==> src/rtl/mult_bist_pkg.sv <==
`default_nettype none
// ============================================================================
//  Module      : mult_bist_pkg
//  Description : Shared types and constants for the multiplier BIST sequencer.
//                - FSM state encoding.
//                - Galois LFSR feedback mask and a one-step helper.
//                - Corner-vector selector encoding.
//  Revision    : 1.0 - initial release
// ============================================================================
package mult_bist_pkg;

   // Sequencer states
   typedef enum logic [2:0] {
      ST_IDLE  = 3'd0,
      ST_LOAD  = 3'd1,
      ST_CALC  = 3'd2,
      ST_CHECK = 3'd3,
      ST_DONE  = 3'd4
   } bist_state_t;

   // x^64 + x^63 + x^61 + x^60 + 1, right-shifting Galois form.
   // The mask is fixed whatever the operand width.
   localparam logic [63:0] c_lfsr_mask = 64'hD800_0000_0000_0000;

   // Number of fixed corner vectors replayed before the random ones
   localparam int c_num_corners = 4;

   // Corner vector selected by the low two bits of the vector counter
   typedef enum logic [1:0] {
      CORNER_ZERO_ZERO = 2'd0,   // (0, 0)
      CORNER_MAX_MAX   = 2'd1,   // (max, max)
      CORNER_MAX_ONE   = 2'd2,   // (max, 1)
      CORNER_ONE_MAX   = 2'd3    // (1, max)
   } corner_sel_t;

   // One step of the right-shifting Galois LFSR
   function automatic logic [63:0] lfsr64_next(input logic [63:0] s);
      lfsr64_next = s[0] ? ((s >> 1) ^ c_lfsr_mask) : (s >> 1);
   endfunction

endpackage : mult_bist_pkg
`default_nettype wire

==> src/rtl/mult_bist_lfsr64.sv <==
`default_nettype none
// ============================================================================
//  Module      : mult_bist_lfsr64
//  Description : 64-bit right-shifting Galois LFSR operand generator.
//                A zero seed would lock the register up, so it is replaced
//                by 1.
//  Ports       : clk      - clock
//                i_reload - synchronous load of the seed (highest priority)
//                i_step   - advance one LFSR step
//                o_state  - current 64-bit LFSR state
//  Revision    : 1.0 - initial release
// ============================================================================
module mult_bist_lfsr64
   import mult_bist_pkg::*;
#(
   parameter logic [63:0] SEED = 64'h0000_0000_0000_0001
) (
   input  logic        clk,
   input  logic        i_reload,
   input  logic        i_step,
   output logic [63:0] o_state
);

   localparam logic [63:0] c_seed = (SEED == 64'd0) ? 64'd1 : SEED;

   logic [63:0] r_state;

   always_ff @(posedge clk) begin
      if (i_reload) begin
         r_state <= c_seed;
      end else if (i_step) begin
         r_state <= lfsr64_next(r_state);
      end
   end

   assign o_state = r_state;

endmodule : mult_bist_lfsr64
`default_nettype wire

==> src/rtl/mult_bist_ctrl.sv <==
`default_nettype none
// ============================================================================
//  Module      : mult_bist_ctrl
//  Description : BIST sequencer for a combinational multiplier.
//                Replays four corner vectors, then LFSR-generated vectors.
//                Each product is checked against a sequential shift-add
//                golden multiplier. The block reports pass/fail, a saturating
//                error count and the first failing vector.
//  Ports       : clk          - clock
//                rst          - synchronous active-high reset
//                i_start      - run request, sampled in IDLE and DONE only
//                o_dut_a/b    - registered operands to the multiplier
//                i_dut_prod   - product returned by the multiplier
//                o_busy       - run in progress (LOAD/CALC/CHECK)
//                o_done       - run finished
//                o_pass       - no mismatches, valid while o_done
//                o_err_count  - saturating mismatch count
//                o_fail_a/b   - operands of the first mismatch
//                o_fail_prod  - multiplier product of the first mismatch
//  Revision    : 1.0 - initial release
// ============================================================================
module mult_bist_ctrl
   import mult_bist_pkg::*;
#(
   parameter int          WIDTH       = 8,
   parameter int          NUM_VECTORS = 10000,
   parameter logic [63:0] SEED_A      = 64'h0123_4567_89AB_CDEF,
   parameter logic [63:0] SEED_B      = 64'hFEDC_BA98_7654_3210,
   parameter int          ERR_W       = 16
) (
   input  logic                 clk,
   input  logic                 rst,
   input  logic                 i_start,
   output logic [WIDTH-1:0]     o_dut_a,
   output logic [WIDTH-1:0]     o_dut_b,
   input  logic [2*WIDTH-1:0]   i_dut_prod,
   output logic                 o_busy,
   output logic                 o_done,
   output logic                 o_pass,
   output logic [ERR_W-1:0]     o_err_count,
   output logic [WIDTH-1:0]     o_fail_a,
   output logic [WIDTH-1:0]     o_fail_b,
   output logic [2*WIDTH-1:0]   o_fail_prod
);

   localparam int c_pw    = 2 * WIDTH;
   localparam int c_cnt_w = $clog2(NUM_VECTORS + 1);
   localparam int c_bit_w = $clog2(WIDTH + 1);

   localparam logic [c_cnt_w-1:0] c_last_vec   = c_cnt_w'(NUM_VECTORS - 1);
   localparam logic [c_cnt_w-1:0] c_corner_end = c_cnt_w'(c_num_corners);
   localparam logic [c_bit_w-1:0] c_last_bit   = c_bit_w'(WIDTH - 1);
   localparam logic [WIDTH-1:0]   c_max        = {WIDTH{1'b1}};
   localparam logic [WIDTH-1:0]   c_one        = WIDTH'(1);

   // ------------------------------------------------------------------------
   // State
   // ------------------------------------------------------------------------
   bist_state_t          r_state;
   bist_state_t          w_next_state;

   logic [c_cnt_w-1:0]   r_vec_cnt;
   logic [c_bit_w-1:0]   r_bit_cnt;
   logic [c_pw-1:0]      r_acc;
   logic [c_pw-1:0]      r_mcand;
   logic [WIDTH-1:0]     r_mplier;
   logic [WIDTH-1:0]     r_dut_a;
   logic [WIDTH-1:0]     r_dut_b;
   logic [ERR_W-1:0]     r_err_cnt;
   logic                 r_first_fail;
   logic [WIDTH-1:0]     r_fail_a;
   logic [WIDTH-1:0]     r_fail_b;
   logic [c_pw-1:0]      r_fail_prod;

   logic [63:0]          w_lfsr_a;
   logic [63:0]          w_lfsr_b;
   logic                 w_lfsr_step;
   logic                 w_is_corner;
   corner_sel_t          w_corner_sel;
   logic [WIDTH-1:0]     w_load_a;
   logic [WIDTH-1:0]     w_load_b;
   logic                 w_run_start;
   logic                 w_mismatch;

   // ------------------------------------------------------------------------
   // Operand generators. Reset is the only reseed: a restart from DONE
   // continues the pseudo-random sequence.
   // ------------------------------------------------------------------------
   assign w_is_corner  = (r_vec_cnt < c_corner_end);
   assign w_lfsr_step  = (r_state == ST_LOAD) && !w_is_corner;
   assign w_corner_sel = corner_sel_t'(r_vec_cnt[1:0]);

   mult_bist_lfsr64 #(
      .SEED     (SEED_A)
   ) u_lfsr_a (
      .clk      (clk),
      .i_reload (rst),
      .i_step   (w_lfsr_step),
      .o_state  (w_lfsr_a)
   );

   mult_bist_lfsr64 #(
      .SEED     (SEED_B)
   ) u_lfsr_b (
      .clk      (clk),
      .i_reload (rst),
      .i_step   (w_lfsr_step),
      .o_state  (w_lfsr_b)
   );

   // Upper LFSR bits beyond the operand width are intentionally dropped
   generate
      if (WIDTH < 64) begin : g_unused_lfsr_hi
         logic w_unused_lfsr_hi;
         assign w_unused_lfsr_hi = ^{w_lfsr_a[63:WIDTH], w_lfsr_b[63:WIDTH]};
      end
   endgenerate

   // Operand selection for the vector about to be loaded
   always_comb begin
      w_load_a = w_lfsr_a[WIDTH-1:0];
      w_load_b = w_lfsr_b[WIDTH-1:0];
      if (w_is_corner) begin
         case (w_corner_sel)
            CORNER_ZERO_ZERO: begin w_load_a = '0;    w_load_b = '0;    end
            CORNER_MAX_MAX:   begin w_load_a = c_max; w_load_b = c_max; end
            CORNER_MAX_ONE:   begin w_load_a = c_max; w_load_b = c_one; end
            CORNER_ONE_MAX:   begin w_load_a = c_one; w_load_b = c_max; end
            default:          begin w_load_a = '0;    w_load_b = '0;    end
         endcase
      end
   end

   assign w_run_start = ((r_state == ST_IDLE) || (r_state == ST_DONE)) && i_start;
   assign w_mismatch  = (i_dut_prod != r_acc);

   // ------------------------------------------------------------------------
   // FSM: state register
   // ------------------------------------------------------------------------
   always_ff @(posedge clk) begin
      if (rst) begin
         r_state <= ST_IDLE;
      end else begin
         r_state <= w_next_state;
      end
   end

   // ------------------------------------------------------------------------
   // FSM: next state
   // ------------------------------------------------------------------------
   always_comb begin
      w_next_state = r_state;
      case (r_state)
         ST_IDLE:  if (i_start) w_next_state = ST_LOAD;
         ST_LOAD:  w_next_state = ST_CALC;
         // One multiplier bit per CALC cycle, WIDTH cycles in total
         ST_CALC:  if (r_bit_cnt == c_last_bit) w_next_state = ST_CHECK;
         ST_CHECK: w_next_state = (r_vec_cnt == c_last_vec) ? ST_DONE : ST_LOAD;
         ST_DONE:  if (i_start) w_next_state = ST_LOAD;
         default:  w_next_state = ST_IDLE;
      endcase
   end

   // ------------------------------------------------------------------------
   // FSM: outputs
   // ------------------------------------------------------------------------
   always_comb begin
      o_busy = 1'b0;
      o_done = 1'b0;
      case (r_state)
         ST_LOAD, ST_CALC, ST_CHECK: o_busy = 1'b1;
         ST_DONE:                    o_done = 1'b1;
         default:                    ;
      endcase
      o_pass = o_done && (r_err_cnt == '0);
   end

   // ------------------------------------------------------------------------
   // Golden shift-add datapath, operand registers and result capture
   // ------------------------------------------------------------------------
   always_ff @(posedge clk) begin
      if (rst) begin
         r_vec_cnt    <= '0;
         r_bit_cnt    <= '0;
         r_acc        <= '0;
         r_mcand      <= '0;
         r_mplier     <= '0;
         r_dut_a      <= '0;
         r_dut_b      <= '0;
         r_err_cnt    <= '0;
         r_first_fail <= 1'b0;
         r_fail_a     <= '0;
         r_fail_b     <= '0;
         r_fail_prod  <= '0;
      end else begin
         if (w_run_start) begin
            r_vec_cnt    <= '0;
            r_err_cnt    <= '0;
            r_first_fail <= 1'b0;
            r_fail_a     <= '0;
            r_fail_b     <= '0;
            r_fail_prod  <= '0;
         end

         case (r_state)
            ST_LOAD: begin
               r_dut_a   <= w_load_a;
               r_dut_b   <= w_load_b;
               r_acc     <= '0;
               r_mcand   <= {{WIDTH{1'b0}}, w_load_a};
               r_mplier  <= w_load_b;
               r_bit_cnt <= '0;
            end
            ST_CALC: begin
               if (r_mplier[0]) begin
                  r_acc <= r_acc + r_mcand;
               end
               r_mcand   <= r_mcand << 1;
               r_mplier  <= r_mplier >> 1;
               r_bit_cnt <= r_bit_cnt + c_bit_w'(1);
            end
            ST_CHECK: begin
               if (w_mismatch) begin
                  // Saturate rather than wrap so a long run never reads clean
                  if (r_err_cnt != {ERR_W{1'b1}}) begin
                     r_err_cnt <= r_err_cnt + ERR_W'(1);
                  end
                  if (!r_first_fail) begin
                     r_first_fail <= 1'b1;
                     r_fail_a     <= r_dut_a;
                     r_fail_b     <= r_dut_b;
                     r_fail_prod  <= i_dut_prod;
                  end
               end
               r_vec_cnt <= r_vec_cnt + c_cnt_w'(1);
            end
            default: ;
         endcase
      end
   end

   assign o_dut_a     = r_dut_a;
   assign o_dut_b     = r_dut_b;
   assign o_err_count = r_err_cnt;
   assign o_fail_a    = r_fail_a;
   assign o_fail_b    = r_fail_b;
   assign o_fail_prod = r_fail_prod;

endmodule : mult_bist_ctrl
`default_nettype wire

==> config.mk <==
export PLATFORM = sky130hd
export DESIGN_NAME = mult_bist_ctrl
export DESIGN_NICKNAME = d
export VERILOG_FILES = /design/src/rtl/mult_bist_pkg.sv /design/src/rtl/mult_bist_lfsr64.sv /design/src/rtl/mult_bist_ctrl.sv
export SDC_FILE = /design/constraint.sdc
export NUM_CORES = 1
export LEC_CHECK = 0
export CAP_MARGIN = 20
export CORE_ASPECT_RATIO = 2
export CORE_MARGIN = 1
export CORE_UTILIZATION = 30
export CTS_CLUSTER_SIZE = 10
export DETAILED_ROUTE_END_ITERATION = 6
export PLACE_DENSITY_LB_ADDON = 0.1
export SYNTH_ARGS = -nofsm -noshare
export SYNTH_HDL_FRONTEND = slang
export SYNTH_SLANG_ARGS = --single-unit
==> constraint.sdc <==
create_clock -name clk -period 3.4 [get_ports clk]
set_clock_uncertainty 0.2 [all_clocks]
set_input_delay 0.85 -clock clk [delete_from_list [all_inputs] [get_ports clk]]
set_output_delay 0.85 -clock clk [all_outputs]
set_load 0.005 [all_outputs]
# [After elaboration in Yosys (flattened, before gate mapping)]
# Index checks and enable logic that the tools add are counted.
[op_classes] add_sub_neg=4 magnitude_cmp=1 n_eq_ne=14 mux=39 n_bitwise=2 reduce_logical=16
[op_table] operator="16-bit two-way mux" n=9
[op_table] operator="64-bit two-way mux" n=2
[op_table] operator="8-bit two-way mux" n=10
[op_table] operator="16-bit case mux with 2 select lines" n=2
[op_table] operator="8-bit case mux with 3 select lines" n=2
[op_table] operator="14-bit two-way mux" n=2
[op_table] operator="16-bit by 1-bit adder with 16-bit output, second input constant" n=1
[op_table] operator="16-bit adder" n=1
[op_table] operator="16-bit logical NOT" n=1
[op_table] operator="16-bit != test" n=1
[op_table] operator="16-bit != test, second input constant" n=1
[op_table] operator="8-bit case mux with 2 select lines" n=1
[op_table] operator="14-bit by 1-bit adder with 14-bit output, second input constant" n=1
[op_table] operator="14-bit equality test, second input constant" n=1
[op_table] operator="14-bit by 3-bit less-than comparator with 1-bit output, second input constant" n=1
[op_table] operator="3-bit case mux with 4 select lines" n=1
[op_table] operator="3-bit two-way mux" n=3
[op_table] operator="3-bit NOT with 4-bit output" n=2
[op_table] operator="4-bit case mux with 2 select lines" n=1
[op_table] operator="3-bit by 2-bit equality test with 1-bit output, second input constant" n=2
[op_table] operator="1-bit two-way mux" n=6
[op_table] operator="2-bit OR reduction" n=3
[op_table] operator="4-bit by 1-bit adder with 4-bit output, second input constant" n=1
[op_table] operator="2-bit equality test, second input constant" n=2
[op_table] operator="14 further kinds" n=19
[totals] regBits=254 inputBits=19 out_inout_bits=67 elab_cells=91

# [Logic depth before layout (Yosys ltp)]
# Gate-level depths: netlist (run 1).
[logic_depth] word_depth=7 mapped_depth=10

# [Cells and area by module]
# Synthesis (run 1) repeated with hierarchy kept, for this count alone.
[unflattened] hier_cells=1174 hier_area_um2=10874.2
[modules_own_cells] module="mult_bist_ctrl" n_inst=1 cells_each=747 area_each_um2=6083.3 seq_area_each_um2=2522.4
[modules_own_cells] module="mult_bist_lfsr64 at u_lfsr_a" n_inst=1 cells_each=213 area_each_um2=2423.6 seq_area_each_um2=1281.2
[modules_own_cells] module="mult_bist_lfsr64 at u_lfsr_b" n_inst=1 cells_each=214 area_each_um2=2367.3 seq_area_each_um2=1281.2

# [Worst setup path after synthesis (run 1)]
# No wires, ideal clock.
[synth_path] kind="input -> register" from="input port i_dut_prod[0]" to="register r_fail_b[0], in the netlist o_fail_b[0]" arrival_time_ps=2298 required_time_ps=3130 path_slack_ps=832 cell_stages=10 n_path_buf=3 path_cell_list="xor2_1 > nor4_1 > nand4_1 > and2_1 > clkbuf_1 > nand2b_1 > buf_2 > buf_2 > nand3_1 > a21oi_1"
[synth_between] elab_chain_len=3
[synth_rtl] item="start, declared" line="mult_bist_ctrl.sv:36" rtl="input logic [2*WIDTH-1:0] i_dut_prod,"
[synth_rtl] item="16-bit != test" line="mult_bist_ctrl.sv:135" rtl="assign w_mismatch = (i_dut_prod != r_acc);"
[synth_rtl] item="8-bit two-way mux" line="mult_bist_ctrl.sv:223" rtl="if (w_mismatch) begin"
[synth_rtl] item="8-bit two-way mux" line="mult_bist_ctrl.sv:205" rtl="case (r_state)"
[synth_rtl] item="end signal, assigned" line="mult_bist_ctrl.sv:231" rtl="r_fail_b <= r_dut_b;"
[synth_rtl] item="end, declared" line="mult_bist_ctrl.sv:72" rtl="logic [WIDTH-1:0] r_fail_b;"
# No other way between the ends.
# A chain may end at the register's enable or synchronous reset.

# [Final worst setup path (run 1)]
[layout_path] from="register r_err_cnt[8], in the netlist o_err_count[8]" to="output port o_pass"
[layout_between] elab_chain_len=2
[layout_rtl] item="start, declared" line="mult_bist_ctrl.sv:69" rtl="logic [ERR_W-1:0] r_err_cnt;"
[layout_rtl] item="start signal, assigned" line="mult_bist_ctrl.sv:226" rtl="r_err_cnt <= r_err_cnt + ERR_W'(1);"
[layout_rtl] item="16-bit logical NOT" line="mult_bist_ctrl.sv:175" rtl="o_pass = o_done && (r_err_cnt == '0);"
[layout_rtl] item="1-bit logical AND" line="mult_bist_ctrl.sv:175"
[layout_rtl] item="end, declared" line="mult_bist_ctrl.sv:39" rtl="output logic o_pass,"
# No other way between the ends.

==> results of run 1 <==
metal layers:
metal,global-route usage (%),vias to the layer above,share of wire (%)
met5,0,-,0
met4,6.77,0,3.5
met1,16.0,4203,37
li1,-,4515,-
met3,2.05,56,2.5
met2,33.2,101,57
power groups by stage:
| stage | registers (µW) | logic, µW | clock network (µW) |
|---|---|---|---|
| after floorplan | 3100 | 378 | 0 |
| after global placement | 3120 | 670 | 0 |
| after detailed placement | 3120 | 670 | 0 |
| after CTS | 3050 | 673 | 2810 |
| after global routing | 3060 | 727 | 2910 |
| final | 3050 | 656 | 2680 |
state kept, by name (all words and copies together), names as in the netlist, 4 cells and up:
| name | cells |
|---|---|
| o_fail_a | 8 |
| o_dut_b | 8 |
| r_bit_cnt | 4 |
| o_err_count | 16 |
| r_acc | 16 |
| u_lfsr_a.o_state | 64 |
| o_fail_prod | 16 |
| o_dut_a | 8 |
| o_fail_b | 8 |
| r_vec_cnt | 14 |
| r_mcand | 16 |
| u_lfsr_b.o_state | 64 |
| r_mplier | 8 |
placed cells by master (no fill, tap or decap), drive strengths merged, types with 5 or more instances in the layout:
| master | Yosys | layout |
|---|---|---|
| nand2 | 329 | 329 |
| dfxtp | 254 | 254 |
| a21oi | 184 | 184 |
| clkdlybuf4s50 | 0 | 83 |
| nand3 | 64 | 64 |
| nor2 | 61 | 61 |
| nand3b | 57 | 57 |
| buf | 35 | 42 |
| clkbuf | 51 | 34 |
| a22oi | 25 | 25 |
| xor2 | 24 | 24 |
| o21ai | 23 | 23 |
| ha | 21 | 21 |
| xnor2 | 15 | 15 |
| inv | 12 | 12 |
| and3 | 11 | 11 |
| and2 | 10 | 10 |
| nor4 | 10 | 10 |
| a211oi | 9 | 9 |
| nor3 | 9 | 9 |
| o21a | 8 | 8 |
| a31oi | 7 | 7 |
| nand4 | 6 | 6 |
| or2 | 6 | 6 |
| a22o | 6 | 6 |
| nand2b | 5 | 5 |
metrics by stage:
stage | total power [µW] | std cells | util [%]
after detailed placement | 3790 | 1766 | 34.7
after CTS | 6530 | 1800 | 36.9
final | 6390 | 1800 | 36.9
after global placement | 3790 | 1766 | 34.7
after global routing | 6690 | 1800 | 36.9
after floorplan | 3480 | 1285 | -
cells by family (layout without fill, tap and decap cells):
kind of cell	count (synthesis)	after routing	share of synthesized area (%)
simple gates	579	579	25.1
flops	254	254	48.3
mux	2	2	0.202
buf+inv	98	172	4.47
compound gates	291	291	16.0
xor+xnor	39	39	3.25
fa+ha+maj	22	22	2.69
cells in the mapped netlist (all sizes together), types with 5 or more instances:
master,n
dfxtp,254
and3,11
a21oi,184
inv,12
xnor2,15
or2,6
a22o,6
nand2,329
buf,35
nor2,61
nand3,64
a211oi,9
nor3,9
a22oi,25
nor4,10
a31oi,7
ha,21
xor2,24
clkbuf,51
nand4,6
nand2b,5
and2,10
o21ai,23
nand3b,57
o21a,8
repair_timing:
action                                  CTS  global route
endpoints found under the setup margin    1             0
buffers inserted                          0             0
gates resized for setup                   4             0
layout make-up:
class,instances,area share [%]
Sequential cell,254,40.0
Multi-Input combinational cell,933,39.4
Timing Repair Buffer,126,10.0
Clock buffer,34,5.93
Tap cell,441,4.34
Inverter,12,0.354
worst paths after layout:
path	from	endpoint	slack, ns	cells after the start
setup / recovery	o_err_count[8]	o_pass	0.14	7
hold / removal	u_lfsr_b.o_state[43]	u_lfsr_b.o_state[42]	0.25	2
setup reg to reg	r_mcand[0]	r_acc[14]	0.49	10
hold reg to reg	u_lfsr_b.o_state[43]	u_lfsr_b.o_state[42]	0.25	2
worst register-to-register path, stage by stage (launching register included):
cell and delay, ns:
dfxtp_1 0.37, ha_1 0.22, inv_1 0.07, fa_1 0.40, nor2b_1 0.15, o21ai_0 0.12
a21boi_0 0.40, o31ai_1 0.18, a21boi_0 0.32, nor3_1 0.08, o41ai_1 0.30
==> impl_results.md, run 1 <==
* Synth Cell Area at 0.0105 mm²
* Layout Nets at 1397
* Detailed Route WL at 28900 µm
* TNS Setup at 0 ns
* Antenna fix cells at 0
* Reg power frac at 47.8%
* Design area at 0.0127 mm²
* Final period util at 95.8%
* Worst slack, placed at 0.134 ns
* CP max stage delay at 0.33 ns
* Final WS setup at 0.143 ns
* Worst EP required at 2.35 ns
* Maxcap violations at 0
* Filler Cells Inserted at 3599
* Slew margin rel. at 49.5%
* Tmin final at 3.26 ns
* IO Count at 86
* Syn nets at 1326
* Placement Cell Area at 0.0119 mm²
* Max Slew Vio Count at 0
* Fmax achieved at 307 MHz
* FF/Latch Area at 0.00509 mm²
* Clock share of power at 42.0%
* Grt total ovfl at 0
* Maximum number of pins on one net before global-route repair at 114
* Initial Utilization at 30.5%
* DR vias at 8875
* Register area share after synthesis at 48.3%
* Routed wire per std cell at 16.1 µm
* Area Growth Syn to Fin at 20.8%
* Routability cong. at 0.876
* Status: complete, no violations
* Leak at 0.00473 µW
* Asr flop ratio synth at 0%
* Critical Path AT at 2.21 ns
* CP Max Fanout at 2
* RSZ-0062 raised after global routing: false
* Drt pass-1 iters at 4
* Clock slew at reported path FFs at 0.06 ns
* Core area at 0.0345 mm²
* CP Launch Type: flip-flop
* Clk_lat worst skew at 0.54 ns
* Worst path top cell family by delay: simple AND/OR/NAND/NOR gates
* Die area at 0.0359 mm²
* Ys Warns at 0
* Post-CTS Hold Buffers at 0
* Avg Inst Size Synth at 8.19 µm²
* Hold WS at 0.247 ns
* Setup violators final at 0
* Fraction of layout cells with a size suffix above 1 at 6.40%
* Cell Rows at 96
* Number of global-route vias before repair at 8833
* Area occupied by multi-input gates at 0.00501 mm²
* Root buffer cell: clkbuf_16
* H-Tree Depth at 1
* Yosys reg bits at 254
* Syn Inst Count at 1285
* CTS Buf Count at 29
* Buffers & Inverters on Critical Path at 3
* Vias per std cell at 4.93
* Initial antenna violation count at 0
* Worst vdd rail ir drop at 0.000323 V
* Power Density at 502 mW/mm²
* Hpwl dp at 20100 µm
* Die width at 134 µm
* Top post-synthesis cells by area: dfxtp_1 48%, nand2_1 12%, a21oi_1 8.7%
* Sw Pwr at 1620 µW
* Synth top area share at 48.3%
* ANT nets after route at 0
* Pint at 4770 µW
* Die span in y at 267 µm
* Crit-path slowest cell: dfxtp_1
* CP Capture Type: primary output
* Crit-path cells: nor4_4 -> buf_4 -> nand2_1 -> nor4_1 -> buf_4 -> and3_1 -> dlygate4sd2_1
* GRT Overall Usage at 16.3%
* Final hold vios at 0
* Post-synth EDFFs at 0
* Slew at the pin closest to its max-slew limit at 0.757 ns
* Hold Crit Class: reg -> reg
* Ys flop type: dfxtp_1
* TritonCTS clock tree: done
* Initial DRC Count at 316
* Most used cell, CP: buf_4
* Clock Path Buffers at 3
* First-pass GRT wire length at 46400 µm
* Netlist cell types at 51
* Clk sinks at 254
* Critical path type: reg -> out
* Port bufs at 85
* DRC Markers at 0
* Switching share of power at 25.3%
* Cell taking the most area after synthesis: dfxtp_1
* Gate power share at 10.3%
Power figures use the tool's default switching activity.
==> run 2: changes to the inputs <==
- CELL_PAD_IN_SITES_DETAIL_PLACEMENT: unset -> 2
- CELL_PAD_IN_SITES_GLOBAL_PLACEMENT: unset -> 2
==> run 2 against run 1 <==
Combinational power increased by 3.8%. Sequential share of layout area increased by 0.12 points. Utilization decreased by 0.080 points. Cell area decreased by 0.22%. Sequential cell count unchanged. Via count increased by 3.9%. Register-to-register slack improved by 0.07 ns. Global-route usage increased by 1.5 points. Critical path type is now in -> reg. Largest power group unchanged.
==> impl_results.md, run 2 (synthesized netlist as in run 1, its figures left out) <==
* Detailed Route WL at 31300 µm
* Most frequent cells in the layout: 327 x nand2_1, 252 x dfxtp_1, 184 x a21oi_1, 83 x clkdlybuf4s50_1, 64 x nand3_1
* Routability cong. at 0.801
* Layout Nets at 1393
* Finished Core Util at 36.8%
* Antenna fix cells at 0
* H-Tree Depth at 1
* Grt total ovfl at 0
* CP Launch Type: input port
* Maxcap violations at 0
* Setup Fix Bufs, Post-CTS at 0
* Port bufs at 85
* Clock slew at reported path FFs at 0.06 ns
* Initial antenna violation count at 0
* Most common cell after layout, fill and taps aside: nand2_1
* Initial Utilization at 30.5%
* Post-CTS Hold Buffers at 0
* Tot Pwr at 6450 µW
* Status: complete, no violations
* Worst EP required at 3.67 ns
* GRT Overall Usage at 17.8%
* Clock Path Buffers at 3
* Die width at 134 µm
* DRC Markers at 0
* Fraction of layout cells with a size suffix above 1 at 6.49%
* Die area at 0.0359 mm²
* Hold Crit Class: reg -> reg
* First-pass GRT wire length at 51200 µm
* Critical path type: in -> reg
* DR vias at 9225
* Cell Rows at 96
* Worst vdd rail ir drop at 0.000382 V
* Vias per std cell at 5.13
* CTS Buf Count at 29
* ANT nets after route at 0
* Slew margin rel. at 44.8%
* TritonCTS clock tree: done
* Hold WS at 0.242 ns
* Clk_lat worst skew at 0.57 ns
* Tmin final at 3.24 ns
* Power Density at 508 mW/mm²
* RSZ-0062 raised after global routing: false
* Final hold vios at 0
* CP Capture Type: flip-flop
* Number of global-route vias before repair at 9895
* Slew at the pin closest to its max-slew limit at 0.825 ns
* Maximum number of pins on one net before global-route repair at 145
* Filler Cells Inserted at 3952
* Fmax achieved at 309 MHz
* Initial DRC Count at 258
* Routed wire per std cell at 17.4 µm
* TNS Setup at 0 ns
* Root buffer cell: clkbuf_16
* IO Count at 86
* Clk sinks at 254
* Setup violators final at 0
* Final period util at 95.2%
* Critical Path AT at 3.51 ns
* Drt pass-1 iters at 4
* Die span in y at 267 µm
* Area Growth Syn to Fin at 20.5%
* CP Max Fanout at 29
* Leak at 0.00472 µW
* Hpwl dp at 21600 µm
* Max Slew Vio Count at 0
* Core area at 0.0345 mm²
## run 2: per-stage QoR
step / cell area, µm² / setup slack [ns] / instances
after global placement: 11900 / -0.416 / 1762
after detailed placement: 11900 / -0.516 / 1762
final: 12700 / 0.163 / 1797
after floorplan: 10500 / 0.832 / 1285
after global routing: 12700 / 0.0143 / 1797
after CTS: 12700 / 0.0154 / 1797
## run 2: final timing paths
kind | startpoint | to | slack, ns | cells past startpoint
worst min-delay path | u_lfsr_b.o_state[9] | u_lfsr_b.o_state[8] | 0.24 | 2
worst min register to register | u_lfsr_b.o_state[9] | u_lfsr_b.o_state[8] | 0.24 | 2
worst max-delay path | i_dut_prod[4] | o_fail_prod[0] | 0.16 | 10
worst max register to register | r_acc[4] | o_fail_prod[0] | 0.56 | 9
## run 2: area by class of cell
| class | count | area [µm²] | area share, % |
|---|---|---|---|
| multi-input combinational | 933 | 5030 | 39.6 |
| clock buffer | 34 | 754 | 5.95 |
| tap | 441 | 552 | 4.35 |
| timing repair buffer | 122 | 1210 | 9.52 |
| inverter | 12 | 45.0 | 0.355 |
| sequential | 254 | 5090 | 40.1 |
| clock inverter | 1 | 8.76 | 0.0690 |
## run 2: routing by layer
layer / vias up / wire [µm] / track usage (%)
li1: 4495 / - / -
met1: 4582 / 11500 / 17.8
met2: 93 / 17800 / 36.1
met3: 55 / 714 / 2.18
met4: 0 / 1170 / 7.23
met5: - / 0 / 0
## run 2: worst max-delay path, stage by stage
cell	delay, ns
clkdlybuf4s50_1	0.46
xor2_1	0.16
nor4_1	0.72
nand4_1	0.22
buf_4	0.19
and2_1	0.21
nand2b_1	0.16
buf_12	0.20
nand3_1	0.11
a21oi_1	0.18
## run 2: timing repair
action,4_1_cts,5_1_grt
endpoints found under the setup margin,1,3
pin swaps,0,4
hold endpoints to repair,0,0
gates resized for setup,3,7
## run 2: where the power goes
| part | leakage (µW) | internal [µW] | switching (µW) | total (µW) |
|---|---|---|---|---|
| logic | 0.00230 | 226 | 456 | 681 |
| registers | 0.00205 | 3010 | 31.8 | 3050 |
| clock network | 0.000374 | 1530 | 1190 | 2720 |
==> run 3: changes to the inputs <==
- TNS_END_PERCENT: unset -> 30
==> results of run 3 <==
Final layout, timing and power as in run 2 (identical DEF).
